==> src/rtl/bridge_buffer_pkg.sv <==
// Shared definitions for the bridge buffer controller.
//   - state_e    : controller FSM states
//   - IdxMaxW    : storage width of the tile indices (upper bound on slice counts)
//   - PipeW      : width of the {valid, first, last} framing bundle
//   - width_for(): clog2 that never returns zero, for sizing counters and selects
//   - tile_idx_t : current (west slice, north slice) tile pair
package bridge_buffer_pkg;

  typedef enum logic [2:0] {
    StIdle,
    StFill,
    StWaitSa,
    StStream,
    StDrain,
    StDone
  } state_e;

  localparam int unsigned MaxModules = 256;
  localparam int unsigned IdxMaxW    = $clog2(MaxModules);
  localparam int unsigned PipeW      = 3;

  function automatic int unsigned width_for(input int unsigned n);
    return (n <= 2) ? 1 : $clog2(n);
  endfunction

  typedef struct packed {
    logic [IdxMaxW-1:0] w_idx;
    logic [IdxMaxW-1:0] n_idx;
  } tile_idx_t;

endpackage

==> src/rtl/bridge_valid_pipe.sv <==
// Fixed-latency shift register for read framing. It delays an arbitrary bundle
// (here {valid, first, last}) by Depth cycles so the bundle lines up with the
// buffer port-B dout.
//   clk, rst_n : clock, asynchronous active-low reset (clears every stage)
//   in_data    : bundle launched alongside the read enable
//   out_data   : bundle delayed by Depth cycles
module bridge_valid_pipe
  import bridge_buffer_pkg::*;
#(
  parameter int unsigned Width = PipeW,
  parameter int unsigned Depth = 1
) (
  input  logic             clk,
  input  logic             rst_n,
  input  logic [Width-1:0] in_data,
  output logic [Width-1:0] out_data
);

  logic [Width-1:0] stage_q [Depth];

  always_ff @(posedge clk or negedge rst_n) begin
    if (!rst_n) begin
      for (int i = 0; i < int'(Depth); i++) begin
        stage_q[i] <= '0;
      end
    end else begin
      stage_q[0] <= in_data;
      for (int i = 1; i < int'(Depth); i++) begin
        stage_q[i] <= stage_q[i-1];
      end
    end
  end

  assign out_data = stage_q[Depth-1];

endmodule

==> src/rtl/bridge_buffer_ctrl.sv <==
// Control FSM for the west/north bridge buffer pair. It fills both buffers from
// the linear-projection stream, then replays every (west slice, north slice)
// tile pair to the systolic array with beat framing.
//   clk, rst_n             : clock, asynchronous active-low reset
//   start                  : begin one fill+replay pass (honoured only in idle)
//   w/n_in_valid/ready     : write-side handshakes, one word per fire
//   w/n_bank0_ena/wea/addra: port-A write controls (ena and wea tied together)
//   w/n_bank0_enb/addrb    : port-B read controls
//   w/n_slicing_idx        : slice select for the buffer output muxes
//   sa_ready               : array can take the next tile
//   sa_valid/first/last    : dout framing, aligned to the read latency
//   busy, done             : pass in progress / one-cycle end-of-pass pulse
module bridge_buffer_ctrl
  import bridge_buffer_pkg::*;
#(
  parameter int unsigned ADDR_WIDTH      = 8,
  parameter int unsigned TOTAL_DEPTH     = 12,
  parameter int unsigned W_TOTAL_MODULES = 4,
  parameter int unsigned N_TOTAL_MODULES = 4,
  parameter int unsigned RD_LAT          = 1
) (
  input  logic                                  clk,
  input  logic                                  rst_n,
  input  logic                                  start,
  input  logic                                  w_in_valid,
  output logic                                  w_in_ready,
  input  logic                                  n_in_valid,
  output logic                                  n_in_ready,
  output logic                                  w_bank0_ena,
  output logic                                  w_bank0_wea,
  output logic [ADDR_WIDTH-1:0]                 w_bank0_addra,
  output logic                                  w_bank0_enb,
  output logic [ADDR_WIDTH-1:0]                 w_bank0_addrb,
  output logic                                  n_bank0_ena,
  output logic                                  n_bank0_wea,
  output logic [ADDR_WIDTH-1:0]                 n_bank0_addra,
  output logic                                  n_bank0_enb,
  output logic [ADDR_WIDTH-1:0]                 n_bank0_addrb,
  output logic [width_for(W_TOTAL_MODULES)-1:0] w_slicing_idx,
  output logic [width_for(N_TOTAL_MODULES)-1:0] n_slicing_idx,
  input  logic                                  sa_ready,
  output logic                                  sa_valid,
  output logic                                  sa_first,
  output logic                                  sa_last,
  output logic                                  busy,
  output logic                                  done
);

  localparam int unsigned CntW   = width_for(TOTAL_DEPTH + 1);
  localparam int unsigned WIdxW  = width_for(W_TOTAL_MODULES);
  localparam int unsigned NIdxW  = width_for(N_TOTAL_MODULES);
  localparam int unsigned DrainW = width_for(RD_LAT);

  if (TOTAL_DEPTH > (2 ** ADDR_WIDTH)) begin : gen_depth_chk
    $error("TOTAL_DEPTH does not fit in ADDR_WIDTH address bits");
  end
  if (RD_LAT < 1) begin : gen_lat_chk
    $error("RD_LAT must be at least 1");
  end
  if (W_TOTAL_MODULES > MaxModules || N_TOTAL_MODULES > MaxModules) begin : gen_mod_chk
    $error("slice count exceeds tile index storage");
  end

  state_e           state_q, state_d;
  logic [CntW-1:0]  w_wcnt_q, w_wcnt_d;
  logic [CntW-1:0]  n_wcnt_q, n_wcnt_d;
  logic [CntW-1:0]  k_q, k_d;
  logic [DrainW-1:0] drain_q, drain_d;
  tile_idx_t        tile_q, tile_d;
  logic             busy_q;

  logic w_fire, n_fire;
  logic rd_en, rd_first, rd_last;
  logic [PipeW-1:0] frame_out;

  assign w_in_ready = (state_q == StFill) && (w_wcnt_q < CntW'(TOTAL_DEPTH));
  assign n_in_ready = (state_q == StFill) && (n_wcnt_q < CntW'(TOTAL_DEPTH));
  assign w_fire     = w_in_valid && w_in_ready;
  assign n_fire     = n_in_valid && n_in_ready;

  assign rd_en    = (state_q == StStream);
  assign rd_first = rd_en && (k_q == '0);
  assign rd_last  = rd_en && (k_q == CntW'(TOTAL_DEPTH - 1));

  always_comb begin
    state_d  = state_q;
    w_wcnt_d = w_wcnt_q;
    n_wcnt_d = n_wcnt_q;
    k_d      = k_q;
    drain_d  = drain_q;
    tile_d   = tile_q;

    unique case (state_q)
      StIdle: begin
        if (start) begin
          state_d  = StFill;
          w_wcnt_d = '0;
          n_wcnt_d = '0;
          tile_d   = '0;
        end
      end

      StFill: begin
        if (w_fire) w_wcnt_d = w_wcnt_q + CntW'(1);
        if (n_fire) n_wcnt_d = n_wcnt_q + CntW'(1);
        // Leave as soon as the final word of the later side lands.
        if (w_wcnt_d == CntW'(TOTAL_DEPTH) && n_wcnt_d == CntW'(TOTAL_DEPTH)) begin
          state_d = StWaitSa;
        end
      end

      StWaitSa: begin
        if (sa_ready) begin
          state_d = StStream;
          k_d     = '0;
        end
      end

      StStream: begin
        if (k_q == CntW'(TOTAL_DEPTH - 1)) begin
          state_d = StDrain;
          k_d     = '0;
          drain_d = '0;
        end else begin
          k_d = k_q + CntW'(1);
        end
      end

      StDrain: begin
        // Indices are held until the last in-flight beat has left the buffers.
        if (drain_q == DrainW'(RD_LAT - 1)) begin
          state_d = StWaitSa;
          if (tile_q.n_idx == IdxMaxW'(N_TOTAL_MODULES - 1)) begin
            tile_d.n_idx = '0;
            if (tile_q.w_idx == IdxMaxW'(W_TOTAL_MODULES - 1)) begin
              tile_d.w_idx = '0;
              state_d      = StDone;
            end else begin
              tile_d.w_idx = tile_q.w_idx + IdxMaxW'(1);
            end
          end else begin
            tile_d.n_idx = tile_q.n_idx + IdxMaxW'(1);
          end
        end else begin
          drain_d = drain_q + DrainW'(1);
        end
      end

      StDone: begin
        state_d = StIdle;
        tile_d  = '0;
      end

      default: state_d = StIdle;
    endcase
  end

  always_ff @(posedge clk or negedge rst_n) begin
    if (!rst_n) begin
      state_q  <= StIdle;
      w_wcnt_q <= '0;
      n_wcnt_q <= '0;
      k_q      <= '0;
      drain_q  <= '0;
      tile_q   <= '0;
      busy_q   <= 1'b0;
    end else begin
      state_q  <= state_d;
      w_wcnt_q <= w_wcnt_d;
      n_wcnt_q <= n_wcnt_d;
      k_q      <= k_d;
      drain_q  <= drain_d;
      tile_q   <= tile_d;
      busy_q   <= (state_d != StIdle);
    end
  end

  bridge_valid_pipe #(
    .Width(PipeW),
    .Depth(RD_LAT)
  ) u_valid_pipe (
    .clk     (clk),
    .rst_n   (rst_n),
    .in_data ({rd_en, rd_first, rd_last}),
    .out_data(frame_out)
  );

  assign w_bank0_ena   = w_fire;
  assign w_bank0_wea   = w_fire;
  assign w_bank0_addra = w_fire ? ADDR_WIDTH'(w_wcnt_q) : '0;
  assign n_bank0_ena   = n_fire;
  assign n_bank0_wea   = n_fire;
  assign n_bank0_addra = n_fire ? ADDR_WIDTH'(n_wcnt_q) : '0;

  assign w_bank0_enb   = rd_en;
  assign n_bank0_enb   = rd_en;
  assign w_bank0_addrb = rd_en ? ADDR_WIDTH'(k_q) : '0;
  assign n_bank0_addrb = rd_en ? ADDR_WIDTH'(k_q) : '0;

  assign w_slicing_idx = tile_q.w_idx[WIdxW-1:0];
  assign n_slicing_idx = tile_q.n_idx[NIdxW-1:0];

  assign sa_valid = frame_out[2];
  assign sa_first = frame_out[1];
  assign sa_last  = frame_out[0];

  assign busy = busy_q;
  assign done = (state_q == StDone);

endmodule

==> config.mk <==
export PLATFORM = sky130hd
export DESIGN_NAME = bridge_buffer_ctrl
export DESIGN_NICKNAME = d
export VERILOG_FILES = /design/src/rtl/bridge_buffer_pkg.sv /design/src/rtl/bridge_valid_pipe.sv /design/src/rtl/bridge_buffer_ctrl.sv
export SDC_FILE = /design/constraint.sdc
export NUM_CORES = 1
export LEC_CHECK = 0
export CORE_MARGIN = 4
export CORE_UTILIZATION = 40
export CTS_CLUSTER_DIAMETER = 60
export DETAILED_ROUTE_END_ITERATION = 6
export GPL_TIMING_DRIVEN = 0
export MAX_ROUTING_LAYER = met4
export PLACE_DENSITY = 0.65
export RECOVER_POWER = 50
export SLEW_MARGIN = 20
export SYNTH_ARGS = -nofsm -noshare
export SYNTH_HDL_FRONTEND = slang
export SYNTH_SLANG_ARGS = --single-unit
==> constraint.sdc <==
create_clock -name clk -period 2.1 [get_ports clk]
set_input_delay 0.42 -clock clk [delete_from_list [all_inputs] [get_ports clk]]
set_output_delay 0.42 -clock clk [all_outputs]
set_load 0.01 [all_outputs]
==> flow_summary.ini, run 1 <==
[die]
initial_utilization_pct = 41.2
die_h_um = 83.1
rows = 27
ioPinCount = 55
fp.dieArea_um2 = 6910
coreArea_um2 = 5470
chipWidth_um = 83.1

[critical_path]
cpMaxStageDelayCell = dfrtp_1
start_kind = flip-flop
r2r_cells = 9
worst_ep_arrival_time_ns = 2.47
r2r_end = state_q[1]$_DFF_PN0_
r2r_setup_slack_ns = -0.14
cpPeakStageDelay_ns = 0.41
cp-end-kind = flip-flop
crit_chain = buf_4 -> nand4bb_4 -> a21oi_4 -> ha_4 -> nor2_2 -> o21ai_1 -> or3_4 -> nor4_4 -> a21bo_2
worst-path-max-fanout = 4
crit_type = reg -> reg
regToRegStartpoint = state_q[2]$_DFF_PN0_
required_ns = 2.33

[pwr]
p_total_mw = 3.56
p_leak_nw = 1.60
power_density_nw_per_um2 = 1070
max-vdd-ir-drop_uv = 533

[synth]
ys_warn_count = 0
syn_area_per_cell_um2 = 8.78
synthFlopType = dfrtp_1
synthTopCellsByArea = dfrtp_1, buf_4, o21ai_0
syn_inst = 257
yosysTopAreaCell = dfrtp_1
synth-async-reset-ratio_pct = 100
synth_edf_count = 0
synth_cell_types = 45
ys_seq_area_share_pct = 38.8
ys_ff_latch = 35
synth_top_area_share_pct = 38.8
synth.cell_area_um2 = 2260

[detailed_routing]
num_vias = 2133
wl_per_cell_um = 13.2
ant_nets = 0
vias_per_cell = 5.02
routed_wl_um = 5590
route.detailed.drc = 0
drt-initial-drc-count = 122
dr.pass1.iters = 4

[timing]
fin_crit_sh_pct = 107
fmax_mhz = 447
setup_viol = 8
worstMarginPinSlew_ns = 1.08
relSlewSlack_pct = 28.0
setup_ws_ns = -0.138
rsz0062_at_grt = true
maxSlewViolCount = 0
fin_setup_tns_ns = -0.606
final.min_clock_period_ns = 2.24
hold_viol_final = 0
finClkSkew_ns = 0.00339

[finish]
drive_gt1_share_pct = 38.0
layout_commonest_cell = buf_4
final_util_pct = 60.5
final_cell_mix = buf_4, dfrtp_1, o21ai_0
final_cells = 425
finalInstanceArea_um2 = 3310
diodes = 0
fin_nets = 367
area_delta_synth_final_pct = 46.7

[placement]
gp_congestion = 0.862
placed_area_um2 = 2860
dpl.hpwl_um = 3660
io_buffers = 38
dp.cells = 383

[cts]
cts_buffer_depth = 2
htreeDepth = 2
cts.clk_slew.worst_paths_ns = 0.07
cts_tree = yes
cts_sinks = 35
hold_buffers = 0
root_buffer = clkbuf_8
cts_inserted_buffers = 5
clk_latency_ns = 0.29

[grt]
grt_pass1_wl_um = 8830
grt_pass1_vias = 1871
grt_max_degree = 20
globalRouteTotalUtil_pct = 15.7
antenna_found_initial = 0
grt-ovfl-total = 0

[run_status]
outcome = complete, but fails checks
failed_checks = negative setup slack

[worst_hold_path]
hold_path_class = in -> async

[flow_run]
cap_violations = 0
cell families after synthesis:
| logic type | synth area share (%) |
|---|---|
| AND/OR/NAND/NOR | 24.3 |
| AO/OA/AOI/OAI | 18.3 |
| buffers and inverters | 12.3 |
| flip-flops | 38.8 |
| adder cells (fa/ha/maj) | 4.44 |
| XOR/XNOR | 0.777 |
| multiplexers | 0.887 |
| other | 0.166 |
how the worst max path moves through the flow:
stage | from | slack, ns | cells past startpoint | end
after detailed placement | n_in_valid | -0.74 | 10 | state_q[1]$_DFF_PN0_
after global routing | state_q[2]$_DFF_PN0_ | -0.26 | 9 | state_q[1]$_DFF_PN0_
after global placement | n_in_valid | -0.72 | 10 | state_q[1]$_DFF_PN0_
final | state_q[2]$_DFF_PN0_ | -0.14 | 9 | state_q[1]$_DFF_PN0_
after CTS | state_q[0]$_DFF_PN0_ | -0.24 | 10 | state_q[1]$_DFF_PN0_
after floorplan | state_q[1]$_DFF_PN0_ | -0.06 | 9 | state_q[1]$_DFF_PN0_
per-layer routing:
layer  share of wire [%]  global-route usage (%)  wire length [um]
met1                  45                    19.4              2510
met2                  49                    25.4              2760
met3                 4.4                    3.67               246
met5                   0                       -                 0
met4                 1.4                    5.05                80
worst max-delay path, delay by kind of cell (launching register included):
family	cells	cell delay, ns
buffers and inverters	1	0.17
AND/OR/NAND/NOR	4	0.93
AO/OA/AOI/OAI	3	0.46
adder cells (fa/ha/maj)	1	0.23
flip-flops	1	0.41
area by class of cell:
| class | instances | area, um2 |
|---|---|---|
| fillers | 493 | 2160 |
| multi-input cells | 192 | 1330 |
| flip-flops and latches | 35 | 877 |
| repair buffers | 78 | 632 |
| plain buffers | 34 | 268 |
| well taps | 72 | 90.1 |
| clock buffers | 6 | 82.6 |
| inverters | 7 | 28.8 |
| clock inverters | 1 | 5.00 |
power breakdown:
part           leakage (nW)  switching, mW  total, mW  internal (mW)
Combinational          1.09          0.919       2.06           1.14
Sequential            0.460          0.169       1.00          0.833
Clock                0.0470          0.241      0.498          0.257
synthesized netlist by cell type (all sizes together) (3+ instances only):
master  instances
nor3b           3
a21oi          15
a22o            5
nand4           5
nand3           4
or3             5
nor2           24
a31oi           4
clkbuf          8
o21ai          30
ha              8
o31ai           5
and2            6
nand2          15
nor3            6
and3           10
inv             7
nand2b          5
dfrtp          35
buf            30
per-stage QoR:
stage	hold WS, ns	worst slack, ns
after global routing	0.296	-0.261
after global placement	0.490	-0.715
after floorplan	0.124	-0.0632
after CTS	0.0626	-0.245
after detailed placement	0.377	-0.743
final	0.221	-0.138
state kept, by name (all words and copies together) (netlist names):
name and cells:
n_slicing_idx 2, w_wcnt_q 4, state_q 3, k_q 4
w_slicing_idx 2, u_valid_pipe.out_data 3, n_wcnt_q 4, busy 1
tile_q 12
repair_timing:
item                       in CTS  in global routing
setup endpoints to repair      33                 33
gates resized for setup        72                 74
setup buffers                  15                 24
hold endpoints to repair        0                  0
cloned                          0                  0
pin swaps                       8                  9
Note: power is estimated with default switching activity, not from simulation.
==> run 2, diff against run 1 <==
--- a/config.mk
+++ b/config.mk
@@ -7,6 +7,7 @@
 export LEC_CHECK = 0
 export CORE_MARGIN = 4
 export CORE_UTILIZATION = 40
+export CTS_BUF_LIST = sky130_fd_sc_hd__clkbuf_4 sky130_fd_sc_hd__clkbuf_8 sky130_fd_sc_hd__clkbuf_16
 export CTS_CLUSTER_DIAMETER = 60
 export DETAILED_ROUTE_END_ITERATION = 6
 export GPL_TIMING_DRIVEN = 0
==> results of run 2 <==
Same layout as run 1: the final DEF is identical, and so are final timing and power.
==> run 3, diff against run 2 <==
--- a/config.mk
+++ b/config.mk
@@ -5,6 +5,7 @@
 export SDC_FILE = /design/constraint.sdc
 export NUM_CORES = 1
 export LEC_CHECK = 0
+export CAP_MARGIN = 20
 export CORE_MARGIN = 4
 export CORE_UTILIZATION = 40
 export CTS_BUF_LIST = sky130_fd_sc_hd__clkbuf_4 sky130_fd_sc_hd__clkbuf_8 sky130_fd_sc_hd__clkbuf_16
==> results of run 3 <==
Same layout as run 1: the final DEF is identical, and so are final timing and power.
